File: config.mk
export PLATFORM = sky130hd
export DESIGN_NAME = adder_serial_nibble_flat
export DESIGN_NICKNAME = d
export VERILOG_FILES = /design/src/rtl/adder_serial_nibble_if.sv /design/src/rtl/adder_serial_nibble.sv /design/src/flat_wrapper.sv
export SDC_FILE = /design/constraint.sdc
export NUM_CORES = 1
export LEC_CHECK = 0
export BUFFER_PORTS_ARGS = -buffer_cell sky130_fd_sc_hd__buf_2
export CAP_MARGIN = 30
export CORE_ASPECT_RATIO = 0.6
export CORE_UTILIZATION = 40
export DETAILED_ROUTE_END_ITERATION = 16
export SLEW_MARGIN = 20
export SYNTH_ARGS = -nofsm -noshare
export SYNTH_HDL_FRONTEND = slang
export SYNTH_SLANG_ARGS = --single-unit
File: constraint.sdc
create_clock -name clk -period 3.9 [get_ports clk]
set_clock_uncertainty 0.1 [all_clocks]
set_input_delay 0.39 -clock clk [delete_from_list [all_inputs] [get_ports clk]]
set_output_delay 0.39 -clock clk [all_outputs]
set_load 0.05 [all_outputs]
File: src/rtl/adder_serial_nibble_if.sv
// Handshake and data bundle between an adder_serial_nibble controller and its requester.
interface adder_serial_nibble_if #(
    parameter int NIBBLES = 4
);
    logic                   start;
    logic [4*NIBBLES-1:0]   add;
    logic [4*NIBBLES-1:0]   aug;
    logic                   preC;
    logic                   busy;
    logic                   done;
    logic [4*NIBBLES-1:0]   sum;
    logic                   proC;
    logic                   ovf;

    modport master (
        output start, add, aug, preC,
        input  busy, done, sum, proC, ovf
    );

    modport slave (
        input  start, add, aug, preC,
        output busy, done, sum, proC, ovf
    );
endinterface

File: src/rtl/adder_serial_nibble.sv
// Serial multi-nibble adder: one 4-bit adder reused LSB-first with a registered carry.
// Optional signed-overflow flag enabled by defining ADDER_SERIAL_OVF_EN.
module adder_full_4bit (
    input  logic [3:0] add,
    input  logic [3:0] aug,
    input  logic       preC,
    output logic [3:0] sum,
    output logic       proC
);
    assign {proC, sum} = {1'b0, add} + {1'b0, aug} + {4'b0000, preC};
endmodule

module adder_serial_nibble #(
    parameter int NIBBLES = 4
) (
    input  logic                 clk,
    input  logic                 rst,
    adder_serial_nibble_if.slave bus
);
    localparam int W     = 4 * NIBBLES;
    localparam int IDX_W = (NIBBLES > 1) ? $clog2(NIBBLES) : 1;

    typedef enum logic [1:0] {IDLE, RUN, DONE} state_t;

    state_t           state;
    state_t           state_nx;
    logic [W-1:0]     add_q;
    logic [W-1:0]     aug_q;
    logic             carry_q;
    logic [IDX_W-1:0] idx;
    logic [W-1:0]     sum_q;
    logic             proc_q;
    logic [3:0]       nib_sum;
    logic             nib_carry;
    logic             accept;
    logic             last;

    assign accept = (state != RUN) && bus.start;
    assign last   = (idx == IDX_W'(NIBBLES - 1));

    adder_full_4bit u_adder (
        .add  (add_q[4*idx +: 4]),
        .aug  (aug_q[4*idx +: 4]),
        .preC (carry_q),
        .sum  (nib_sum),
        .proC (nib_carry)
    );

    always_ff @(posedge clk) begin
        if (rst) begin
            state <= IDLE;
        end else begin
            state <= state_nx;
        end
    end

    always_comb begin
        state_nx = state;
        case (state)
            IDLE:    state_nx = accept ? RUN : IDLE;
            RUN:     state_nx = last ? DONE : RUN;
            DONE:    state_nx = accept ? RUN : IDLE;
            default: state_nx = IDLE;
        endcase
    end

    // Operand capture and per-nibble result write-back
    always_ff @(posedge clk) begin
        if (rst) begin
            add_q   <= '0;
            aug_q   <= '0;
            carry_q <= 1'b0;
            idx     <= '0;
            sum_q   <= '0;
            proc_q  <= 1'b0;
        end else if (accept) begin
            add_q   <= bus.add;
            aug_q   <= bus.aug;
            carry_q <= bus.preC;
            idx     <= '0;
            sum_q   <= '0;
            proc_q  <= 1'b0;
        end else if (state == RUN) begin
            sum_q[4*idx +: 4] <= nib_sum;
            carry_q           <= nib_carry;
            if (last) begin
                proc_q <= nib_carry;
            end else begin
                idx <= idx + 1'b1;
            end
        end
    end

`ifdef ADDER_SERIAL_OVF_EN
    logic ovf_q;

    // Carry into the sign bit recovered from the sign-bit sum: c = a ^ b ^ s
    always_ff @(posedge clk) begin
        if (rst || accept) begin
            ovf_q <= 1'b0;
        end else if (state == RUN && last) begin
            ovf_q <= add_q[W-1] ^ aug_q[W-1] ^ nib_sum[3] ^ nib_carry;
        end
    end

    assign bus.ovf = ovf_q;
`else
    assign bus.ovf = 1'b0;
`endif

    assign bus.busy = (state == RUN);
    assign bus.done = (state == DONE);
    assign bus.sum  = sum_q;
    assign bus.proC = proc_q;
endmodule

File: src/flat_wrapper.sv
// flat-port wrapper written by rule: the top's interface ports become plain ports
module adder_serial_nibble_flat 
#(
    parameter int NIBBLES = 4
)
  (clk, rst, bus_start, bus_add, bus_aug, bus_preC, bus_busy, bus_done, bus_sum, bus_proC, bus_ovf);
  adder_serial_nibble_if #(.NIBBLES(NIBBLES)) bus_i ();
  input  logic clk;
  input  logic rst;
  input wire logic [$bits(bus_i.start)-1:0] bus_start;
  input wire logic [$bits(bus_i.add)-1:0] bus_add;
  input wire logic [$bits(bus_i.aug)-1:0] bus_aug;
  input wire logic [$bits(bus_i.preC)-1:0] bus_preC;
  output wire logic [$bits(bus_i.busy)-1:0] bus_busy;
  output wire logic [$bits(bus_i.done)-1:0] bus_done;
  output wire logic [$bits(bus_i.sum)-1:0] bus_sum;
  output wire logic [$bits(bus_i.proC)-1:0] bus_proC;
  output wire logic [$bits(bus_i.ovf)-1:0] bus_ovf;
  assign bus_i.start = bus_start;
  assign bus_i.add = bus_add;
  assign bus_i.aug = bus_aug;
  assign bus_i.preC = bus_preC;
  assign bus_busy = bus_i.busy;
  assign bus_done = bus_i.done;
  assign bus_sum = bus_i.sum;
  assign bus_proC = bus_i.proC;
  assign bus_ovf = bus_i.ovf;
  adder_serial_nibble #(.NIBBLES(NIBBLES)) u_core (.clk(clk), .rst(rst), .bus(bus_i));
endmodule
**After elaboration in Yosys (flattened, before gate mapping)**

Index checks and enable logic that the tools add are counted.

- Register bits after elaboration: 54
- Input bits: 36
- Output and inout port bits: 20
- Logic and storage cells: 33

- Add/sub/neg operators: 4
- Equality and inequality tests: 4
- Shifts and indexed selects: 4
- Mux-type cells: 6
- Bitwise gates (word level): 1
- Reductions and logical operators: 7

Operators with widths:

| kind | count |
|---|---|
| 4-bit negator with 34-bit output | 1 |
| 4-bit by 34-bit variable shift with 16-bit output (first input constant) | 1 |
| 4-bit by 34-bit indexed part select with 16-bit output | 1 |
| 16-bit by 5-bit indexed part select with 4-bit output | 2 |
| 16-bit bitwise mux | 1 |
| 4-bit by 4-bit adder with 5-bit output | 1 |
| 5-bit by 1-bit adder with 5-bit output | 1 |
| 2-bit equality test (second input constant) | 2 |
| 2-bit one-hot mux with 2 select lines | 1 |
| 2-bit AND reduction | 2 |
| 2-bit OR reduction | 2 |
| 1-bit two-way mux | 3 |
| 2-bit by 1-bit adder with 2-bit output (second input constant) | 1 |
| 2-bit by 1-bit equality test with 1-bit output (second input constant) | 1 |
| 2-bit zero test | 1 |
| 2-bit two-way mux | 1 |
| 2-bit by 1-bit inequality test with 1-bit output (second input constant) | 1 |
| 2-bit nonzero test | 1 |
| 1-bit logical AND | 1 |
| 1-bit inverter | 1 |

**Logic depth before layout (Yosys ltp)**

Gate-level depths: netlist (run 1).

- Depth in word-level cells: 5
- Gate-level depth with buffers: 7
- Gate-level depth less buffers: 6

**Modules after synthesis**

Synthesis (run 1) repeated with hierarchy kept, for this count alone.

- Cell total of the unflattened synthesis: 276
- Area, all modules: 2,600.0 um2

Modules (own cells, without submodules):

| module | instances | cells each | area each (um2) | sequential area each (um2) |
|---|---|---|---|---|
| adder_serial_nibble | 1 | 260 | 2,456.1 | 1,081.0 |
| adder_full_4bit | 1 | 16 | 143.9 | 0.0 |

**Worst setup path before layout (run 1)**

Ideal clock, no wire load.

- Kind: register to register
- Start point: register u_core.idx[0]
- End point: register u_core.proc_q, in the netlist u_core.bus.proC
- Setup time: 0.144 ns
- Data arrival time: 2.522 ns
- Required time: 3.656 ns
- Setup slack: 1.134 ns
- Stages on the path, launching flop included: 8
- Path buffers: 1
- Clock period less this slack: 2.766 ns
- Cell sequence: dfxtp_1 > buf_6 > mux4_1 > fa_1 > fa_1 > a21o_1 > a21oi_1 > a311oi_1

- Word-level cells in the longest chain between the ends: 3
- Elaborated cells on any way between the ends: 6
- Those cells by class: 2 x add/sub; 1 x eq/ne; 2 x shift; 1 x reduce/logical

RTL lines:

| item | line | RTL |
|---|---|---|
| start: declaration | adder_serial_nibble.sv:30 | `logic [IDX_W-1:0] idx;` |
| start signal: assignment | adder_serial_nibble.sv:89 | `idx <= idx + 1'b1;` |
| 16-bit by 5-bit indexed part select with 4-bit output, on equally long branches | adder_serial_nibble.sv:42, adder_serial_nibble.sv:43 |  |
| 4-bit by 4-bit adder with 5-bit output | adder_serial_nibble.sv:10 | `assign {proC, sum} = {1'b0, add} + {1'b0, aug} + {4'b0000, preC};` |
| 5-bit by 1-bit adder with 5-bit output | adder_serial_nibble.sv:10 |  |
| end signal: assignment | adder_serial_nibble.sv:87 | `proc_q <= nib_carry;` |
| end: declaration | adder_serial_nibble.sv:32 | `logic proc_q;` |

Parallel ways exist; a longest one is shown, timed or not.
A chain may end at the register's enable or synchronous reset.

**Worst setup path after layout (run 1)**

- Start point: register u_core.idx[1]
- End point: register u_core.sum_q[10], in the netlist u_core.bus.sum[10]

- Word-level cells in the longest chain between the ends: 5
- Elaborated cells on any way between the ends: 8
- Those cells by class: 3 x add/sub; 4 x shift; 1 x mux

RTL lines:

| item | line | RTL |
|---|---|---|
| 16-bit by 5-bit indexed part select with 4-bit output, on equally long branches | adder_serial_nibble.sv:42, adder_serial_nibble.sv:43 |  |
| 4-bit by 4-bit adder with 5-bit output | adder_serial_nibble.sv:10 |  |
| 5-bit by 1-bit adder with 5-bit output | adder_serial_nibble.sv:10 |  |
| 4-bit by 34-bit indexed part select with 16-bit output | adder_serial_nibble.sv:84 | `sum_q[4*idx +: 4] <= nib_sum;` |
| 16-bit bitwise mux (*) | adder_serial_nibble.sv:84 |  |
| end signal: indexed assignment | adder_serial_nibble.sv:84 |  |
| end: declaration | adder_serial_nibble.sv:31 | `logic [W-1:0] sum_q;` |

Mark *: on every way between the ends. The rest lies on a longest branch, timed or not.

==> impl_metrics.toml, run 1 <==
[run_status]
status = "complete, no violations"

[global_route]
antenna_found_initial = 0
grt_max_degree = 37
grt_use_total = 0.182
grt_pass1_wl_um = 9010
grt_pass1_vias = 1835
grt_overflow = 0

[setup_path]
worstPathRequired_ps = 4030
cp_cell_sequence = "mux4_1 > fa_1 > fa_1 > xor2_1 > a22oi_1 > nor2_1"
cpMostUsedCell = "fa_1"
start_kind = "flop"
cp_top_family = "adder cells"
r2r_end = "u_core.bus.sum[10]"
reg2regPathDepth = 6
slowest_delay_ps = 660
crit_fanout = 13
reg2reg_from = "u_core.idx[1]"
end_kind = "flop"
worstSetupPathType = "reg2reg"
cp_slowest_cell = "dfxtp_1"
cp.arrival_ps = 3120
worstPathBufferInverterCount = 0
r2r_setup_slack_ps = 910

[layout]
layout_common_cells = "nand2_1 (71), buf_2 (54), dfxtp_1 (54)"
area_growth_pct = 14.9
antennaDiodeCount = 0
finalInstanceArea_mm2 = 0.00283
drive_above_1_share = 0.231
fin_cells = 388
final_common_cell = "nand2_1"
nNetsFinal = 354

[pwr]
peakVddDrop_v = 0.000154
p_per_area_mw_per_mm2 = 396
total_power_mw = 1.12
power_leakage_nw = 1.22

[yosys]
yosys_warnings = 0
synth_edf_count = 0
seq_area_frac_synth = 0.439
async_flop_share = 0
ys_seq_elements = 54
syn_inst = 262
yosys.cell_types.count = 34
synth_area_per_cell_um2 = 9.40
synth.cell_area_mm2 = 0.00246
syn_nets = 309
synthFlopType = "dfxtp_1"

[routing]
firstDrtPassIters = 4
routed_via_density = 5.06
totalWireLength_um = 5320
final_antenna_net_count = 0
wl_per_cell_um = 13.7
drt_iter0_drc = 100
drc = 0
num_vias = 1963

[clock_tree]
hold_buffers = 0
clock_latency_ps = 300
cts_sinks = 54
cts-buffers-inserted = 5
cts_root_buf = "clkbuf_8"
clk_pin_slew_ps = 90
htreeDepth = 2
ctsResizeCount = 0
clockBufferDepth = 2
cts_tree = "done"
post-cts-setup-buffer-count = 0

[placement]
post-place-ws_ps = 917
placed_area_mm2 = 0.00272
routabilityCongestion = 0.755
place_inst = 380
io_buffers = 54
dp_hpwl_um = 3860

[sta]
rsz0062_at_grt = "no"
finalHoldViolations = 0
max_freq_ghz = 0.335
setup_tns_ps = 0
final_max_slew_viol_count = 0
period_share = 0.766
setup_violations = 0
min_period_ps = 2990
tightest_slew_ps = 754
finalWorstSetupSlack_ps = 913
slew_headroom = 0.497

[floorplan]
rows = 21
die_height_um = 62.8
fp.dieW_um = 103
ios = 56
initial_utilization = 0.428
coreArea_mm2 = 0.00575
die_area_mm2 = 0.00649

[worst_hold_path]
min-delay-start = "bus_aug[6]"
min_path_cells = 3
worst_hold_path.endpoint = "u_core.aug_q[6]"
hp-class = "in2reg"

[job]
maxCapViolations = 0
==> stage by stage <==
stage | util | hold slack (ps)
after floorplan | - | 332
after global placement | 0.473 | 341
after detailed placement | 0.473 | 345
after CTS | 0.492 | 199
after global routing | 0.492 | 200
final | 0.492 | 208
==> metal layers <==
layer,share of wire,global-route usage,vias up
li1,-,-,989
met1,0.52,0.271,928
met2,0.42,0.259,41
met3,0.051,0.0447,5
met4,0.0085,0.0528,0
met5,0,0,-
==> power breakdown <==
part           switching, mW  internal, mW  leakage [nW]
Combinational          0.102        0.0602         0.726
Sequential            0.0141         0.575         0.441
Clock                  0.175         0.192        0.0524
Total                  0.292         0.828          1.22
==> worst register-to-register path, cell delays in order, from the launching register on <==
cell	delay [ps]
dfxtp_1	660
mux4_1	650
fa_1	450
fa_1	430
xor2_1	360
a22oi_1	170
nor2_1	100
==> cells by family (layout without fill, tap and decap cells) <==
logic type      after synthesis  count (layout)  synth area share
other cells                   1               1           0.00152
buf+inv                      22              68            0.0559
flops                        54              54             0.439
simple gates                105             105             0.205
compound gates               59              59             0.145
fa+ha+maj                    11              11            0.0620
mux                           8               8            0.0853
xor+xnor                      2               2           0.00711
==> worst max-delay path by stage <==
stage	from	end	slack [ps]	cells past startpoint
after floorplan	u_core.idx[0]	u_core.bus.proC	1130	7
after global placement	u_core.idx[1]	u_core.bus.proC	990	6
after detailed placement	u_core.idx[1]	u_core.bus.proC	920	6
after CTS	u_core.idx[1]	u_core.bus.sum[10]	900	6
after global routing	u_core.idx[1]	u_core.bus.sum[10]	740	6
final	u_core.idx[1]	u_core.bus.sum[10]	910	6
==> cell type report <==
class,instances,area [µm²]
Fill cell,564,2920
Multi-Input combinational cell,186,1250
Sequential cell,54,1080
Timing Repair Buffer,55,278
Tap cell,80,100
Clock buffer,7,76.3
Clock inverter,1,30.0
Inverter,5,18.8
==> cells in the mapped netlist, types with 2 or more instances <==
master	instances	area, µm²
a32oi_1	4	35.0
mux4_1	8	210
fa_1	2	40.0
buf_6	5	56.3
nor2b_1	2	12.5
a211oi_1	3	22.5
nand2b_1	2	12.5
ha_1	9	113
buf_4	3	22.5
a21oi_1	36	180
nand2_1	71	267
nor4_4	3	63.8
a22oi_1	12	90.1
nor2_1	21	78.8
inv_2	2	7.51
buf_2	5	25.0
inv_1	2	7.51
dfxtp_1	54	1080
clkbuf_1	3	11.3
==> sequential cells by signal, summed over array words and instances (netlist names) <==
| signal | cells |
|---|---|
| u_core.state | 2 |
| u_core.idx | 2 |
| u_core.bus.proC | 1 |
| u_core.aug_q | 16 |
| u_core.carry_q | 1 |
| u_core.add_q | 16 |
| u_core.bus.sum | 16 |
Note: power is estimated with default switching activity, not from simulation.
==> run 2: changes to the inputs <==
clock period = 2.4 ns   (was 3.9 ns; I/O delays follow)
==> impl_metrics.toml, run 2 (synthesis results as in run 1) <==
[setup_path]
worstPathRequired_ps = 2460
cp.arrival_ps = 2460
start_kind = "flop"
worstSetupPathType = "reg2reg"
end_kind = "flop"
crit_fanout = 5

[layout]
final_common_cell = "nand2_1"
finalInstanceArea_mm2 = 0.00301
layout_common_cells = "nand2_1 (71), buf_2 (54), dfxtp_1 (52)"
multi_input_area_mm2 = 0.00129
nNetsFinal = 370
final.fill_count = 563
antennaDiodeCount = 0
regArea_mm2 = 0.00109
drive_above_1_share = 0.324
area_growth_pct = 22.0

[clock_tree]
clk_pin_slew_ps = 100
clockBufferDepth = 2
clock_latency_ps = 300
cts_root_buf = "clkbuf_8"
cts_sinks = 54
htreeDepth = 2
hold_buffers = 0
cts-buffers-inserted = 5
cts_tree = "done"

[routing]
drc = 0
totalWireLength_um = 5440
num_vias = 2025
firstDrtPassIters = 4
drt_iter0_drc = 42
final_antenna_net_count = 0
wl_per_cell_um = 13.5
routed_via_density = 5.01

[pwr]
pwr-share-comb = 0.176
internal_power_mw = 1.30
power_frac_seq = 0.532
peakVddDrop_v = 0.000270
switchingPower_mw = 0.500
power_leakage_nw = 1.27
swShare = 0.278
p_per_area_mw_per_mm2 = 598
clockPowerShare = 0.293

[global_route]
antenna_found_initial = 0
grt_pass1_wl_um = 9270
grt_overflow = 0
grt_max_degree = 36
grt_use_total = 0.184
grt_pass1_vias = 1930

[placement]
placed_area_mm2 = 0.00284
dp_hpwl_um = 3990
routabilityCongestion = 0.771
io_buffers = 54

[sta]
finalHoldViolations = 0
period_share = 0.998
hold_ws_ps = 64.0
setup_violations = 0
max_freq_ghz = 0.417
rsz0062_at_grt = "yes"
min_period_ps = 2400
final_max_slew_viol_count = 0
slew_headroom = 0.504
tightest_slew_ps = 744

[floorplan]
die_height_um = 62.8
rows = 21
coreArea_mm2 = 0.00575
fp.dieW_um = 103
ios = 56
die_area_mm2 = 0.00649
initial_utilization = 0.428

[job]
maxCapViolations = 0

[run_status]
status = "complete, no violations"

[worst_hold_path]
hp-class = "in2reg"
==> run 2: final cells by class <==
type / instances / area share
Clock buffer: 6 / 0.0275
Inverter: 5 / 0.00624
Clock inverter: 2 / 0.00416
Multi-Input combinational cell: 186 / 0.430
Tap cell: 80 / 0.0333
Sequential cell: 54 / 0.362
Timing Repair Buffer: 71 / 0.136
==> run 2: what timing repair did <==
item | CTS | global route
gates cloned | 0 | 0
buffers inserted | 3 | 0
pin swaps | 4 | 9
gates resized for setup | 8 | 4
hold endpoints to repair | 0 | 0
endpoints found under the setup margin | 14 | 12
==> run 2: per-layer routing <==
layer	share of wire	routed length [µm]	track usage	up-vias
li1	-	-	-	1018
met1	0.54	2930	0.283	961
met2	0.41	2210	0.258	42
met3	0.049	265	0.0425	4
met4	0.0059	32	0.0423	0
met5	0	0	0	-
==> run 2: final timing paths <==
check             startpoint          endpoint  slack [ps]  cells past startpoint
max reg2reg    u_core.idx[0]   u_core.bus.proC           4                      6
min reg2reg  u_core.aug_q[2]   u_core.aug_q[2]         360                      2
max            u_core.idx[0]   u_core.bus.proC           4                      6
min              bus_add[11]  u_core.add_q[11]          60                      3
==> run 2: metrics by stage <==
stage	total power, mW	cells	setup WS (ps)	util	setup TNS (ps)
3_3_place_gp	1.28	394	-99.3	0.493	-654
5_1_grt	1.90	404	-101	0.523	-404
4_1_cts	1.80	404	2.46	0.518	0
2_1_floorplan	1.19	262	-15.7	-	-41.5
6_report	1.80	404	4.18	0.523	0
3_5_place_dp	1.28	394	-163	0.493	-1240
==> run 2: critical path: stages (launching register included) <==
cell and delay (ps):
dfxtp_4 390, mux4_2 530, fa_2 410, fa_2 400, a21o_1 180, a21oi_2 150, a311oi_1 100
==> run 2: power by group through the flow <==
stage / Clock [mW] / Combinational, mW / Sequential [mW]
floorplan: 0 / 0.205 / 0.980
global placement: 0 / 0.296 / 0.980
detailed placement: 0 / 0.300 / 0.980
CTS: 0.536 / 0.310 / 0.956
global route: 0.584 / 0.350 / 0.962
finish: 0.526 / 0.316 / 0.957
==> run 3: changes to the inputs <==
SYNTH_HIERARCHICAL = 1   (was not set)
==> impl_metrics.toml, run 3 <==
[yosys]
yosysMostFrequentCell = "dfxtp_1"
synthMuxAreaShare = 0.0784
synthAdderAreaFrac = 0.0539
ys_seq_elements = 54
synth_top_family_by_area = "compound AO/OA/AOI/OAI gates"
synth_area_per_cell_um2 = 9.42
seq_area_frac_synth = 0.416
synth.top_cell.area_share = 0.416
synth-compound-area-share = 0.201
syn_nets = 322
synthTopCellsByCount = "dfxtp_1 (54), a21oi_1 (38), o21ai_0 (34)"
synth.cell_area_mm2 = 0.00260
synth_top_cell_by_area = "dfxtp_1"
async_flop_share = 0
synthXorXnorAreaFrac = 0.0101
yosys.cell_types.count = 38
synth_edf_count = 0
syn_inst = 276
yosys-top-cells-area = "dfxtp_1 (42%), a21oi_1 (7.3%), o21ai_0 (6.5%)"
synthSimpleGateAreaFrac = 0.173
yosys_warnings = 6
synthFlopType = "dfxtp_1"

[setup_path]
cp.arrival_ps = 2540
slowest_delay_ps = 520
worstPathRequired_ps = 2530
end_kind = "flop"
worstSetupPathType = "reg2reg"
cp_cell_sequence = "mux4_2 > fa_2 > inv_2 > fa_1 > inv_2 > nand4_1 > a21oi_1"
cpMostUsedCell = "inv_2"
cp_slowest_cell = "mux4_2"
crit_fanout = 4
start_kind = "flop"

[sta]
max_freq_ghz = 0.414
setup_tns_ps = -15.3
finalWorstSetupSlack_ps = -15.3
rsz0062_at_grt = "yes"
final_max_slew_viol_count = 0
hold_ws_ps = 75.1
finalHoldViolations = 0
period_share = 1.01
slew_headroom = 0.464
setup_violations = 1
min_period_ps = 2420
tightest_slew_ps = 804

[clock_tree]
cts_tree = "done"
cts_root_buf = "clkbuf_8"
hold_buffers = 0
htreeDepth = 2
cts-buffers-inserted = 5
cts_sinks = 54
clockBufferDepth = 2
clk_pin_slew_ps = 100
clock_latency_ps = 310

[global_route]
grtUsageMet3 = 0.0433
grt_pass1_wl_um = 10600
grt_overflow = 0
grt_use_met1 = 0.330
antenna_found_initial = 0
grt_busiest_layer = "met1"
grt_max_degree = 38
grt_pass1_vias = 2017
grt_use_total = 0.201
met2_usage = 0.256

[layout]
area_growth_pct = 18.7
final_common_cell = "buf_2"
nNetsFinal = 372
drive_above_1_share = 0.349
antennaDiodeCount = 0
layout_common_cells = "buf_2 (54), dfxtp_1 (53), a21oi_1 (38)"

[routing]
drt_iter0_drc = 187
firstDrtPassIters = 5
wl_per_cell_um = 15.7
num_vias = 2243
final_antenna_net_count = 0
totalWireLength_um = 6450
drc = 0
routed_via_density = 5.46

[pwr]
power_leakage_nw = 1.20
p_per_area_mw_per_mm2 = 617
peakVddDrop_v = 0.000260

[run_status]
status = "complete, but fails checks"
violations = "negative setup slack"

[placement]
routabilityCongestion = 0.773
dp_hpwl_um = 4600
post-place-ws_ps = -45.8
io_buffers = 54

[floorplan]
die_area_mm2 = 0.00684
initial_utilization = 0.420
rows = 22
ios = 56
fp.dieW_um = 106
coreArea_mm2 = 0.00619
die_height_um = 64.5

[job]
maxCapViolations = 0

[worst_hold_path]
hp-class = "in2reg"
## run 3: cell types whose count changed after synthesis, moves of 12 or more
cell | previous run | this run
nand3_1 | 0 | 32
nand4_1 | 0 | 12
a22oi_1 | 12 | 0
nand2_1 | 71 | 13
o21ai_0 | 1 | 34
nor2_1 | 21 | 3
## run 3: critical path, delay by kind of cell, from the launching register on
family / cells / cell delay [ps]
compound gates: 1 / 170
fa+ha+maj: 2 / 840
buf+inv: 2 / 190
flops: 1 / 380
mux: 1 / 520
simple gates: 1 / 130
## run 3: report_power, final
part / leakage, nW / total [mW] / internal [mW] / switching [mW]
combinational: 0.704 / 0.333 / 0.132 / 0.201
sequential: 0.441 / 0.959 / 0.935 / 0.0243
clock: 0.0557 / 0.613 / 0.313 / 0.300
## run 3: timing repair
| action | CTS | global route |
|---|---|---|
| gates resized for setup | 1 | 5 |
| cloned | 0 | 0 |
| setup endpoints to repair | 8 | 11 |
| buffers inserted | 2 | 1 |
| pin swaps | 2 | 7 |
## run 3: per-stage QoR
stage / cell area (µm²) / instances / utilization / power, mW
3_3_place_gp: 2930 / 400 / 0.472 / 1.29
2_1_floorplan: 2620 / 276 / - / 1.20
4_1_cts: 3050 / 410 / 0.492 / 1.90
5_1_grt: 3090 / 411 / 0.498 / 1.99
3_5_place_dp: 2930 / 400 / 0.472 / 1.29
6_report: 3090 / 411 / 0.498 / 1.90
## run 3: layout make-up
class / instances / area, µm²
clock inverters: 2 / 36.3
well taps: 84 / 105
multi-input cells: 189 / 1390
flip-flops and latches: 54 / 1080
repair buffers: 67 / 368
fillers: 590 / 3110
inverters: 9 / 33.8
clock buffers: 6 / 72.6
## run 3: worst paths after layout
kind	slack, ps	start	endpoint	depth (start not counted)
max reg2reg	-20	u_core/idx[0]	u_core/bus.sum[1]	7
max	-20	u_core/idx[0]	u_core/bus.sum[1]	7
min	80	bus_aug[2]	u_core/aug_q[2]	3
min reg2reg	360	u_core/bus.sum[0]	u_core/bus.sum[0]	2
## run 3: metal layers
layer	vias up	part of all wire
met5	-	0
met4	0	0.0071
met3	6	0.077
met2	87	0.38
met1	1058	0.53
li1	1092	-
## run 3: logic make-up after synthesis
group                    Yosys count
XOR/XNOR                           3
adder cells (fa/ha/maj)           10
flip-flops                        54
AO/OA/AOI/OAI                     89
buffers and inverters             33
AND/OR/NAND/NOR                   76
multiplexers                      10
other                              1
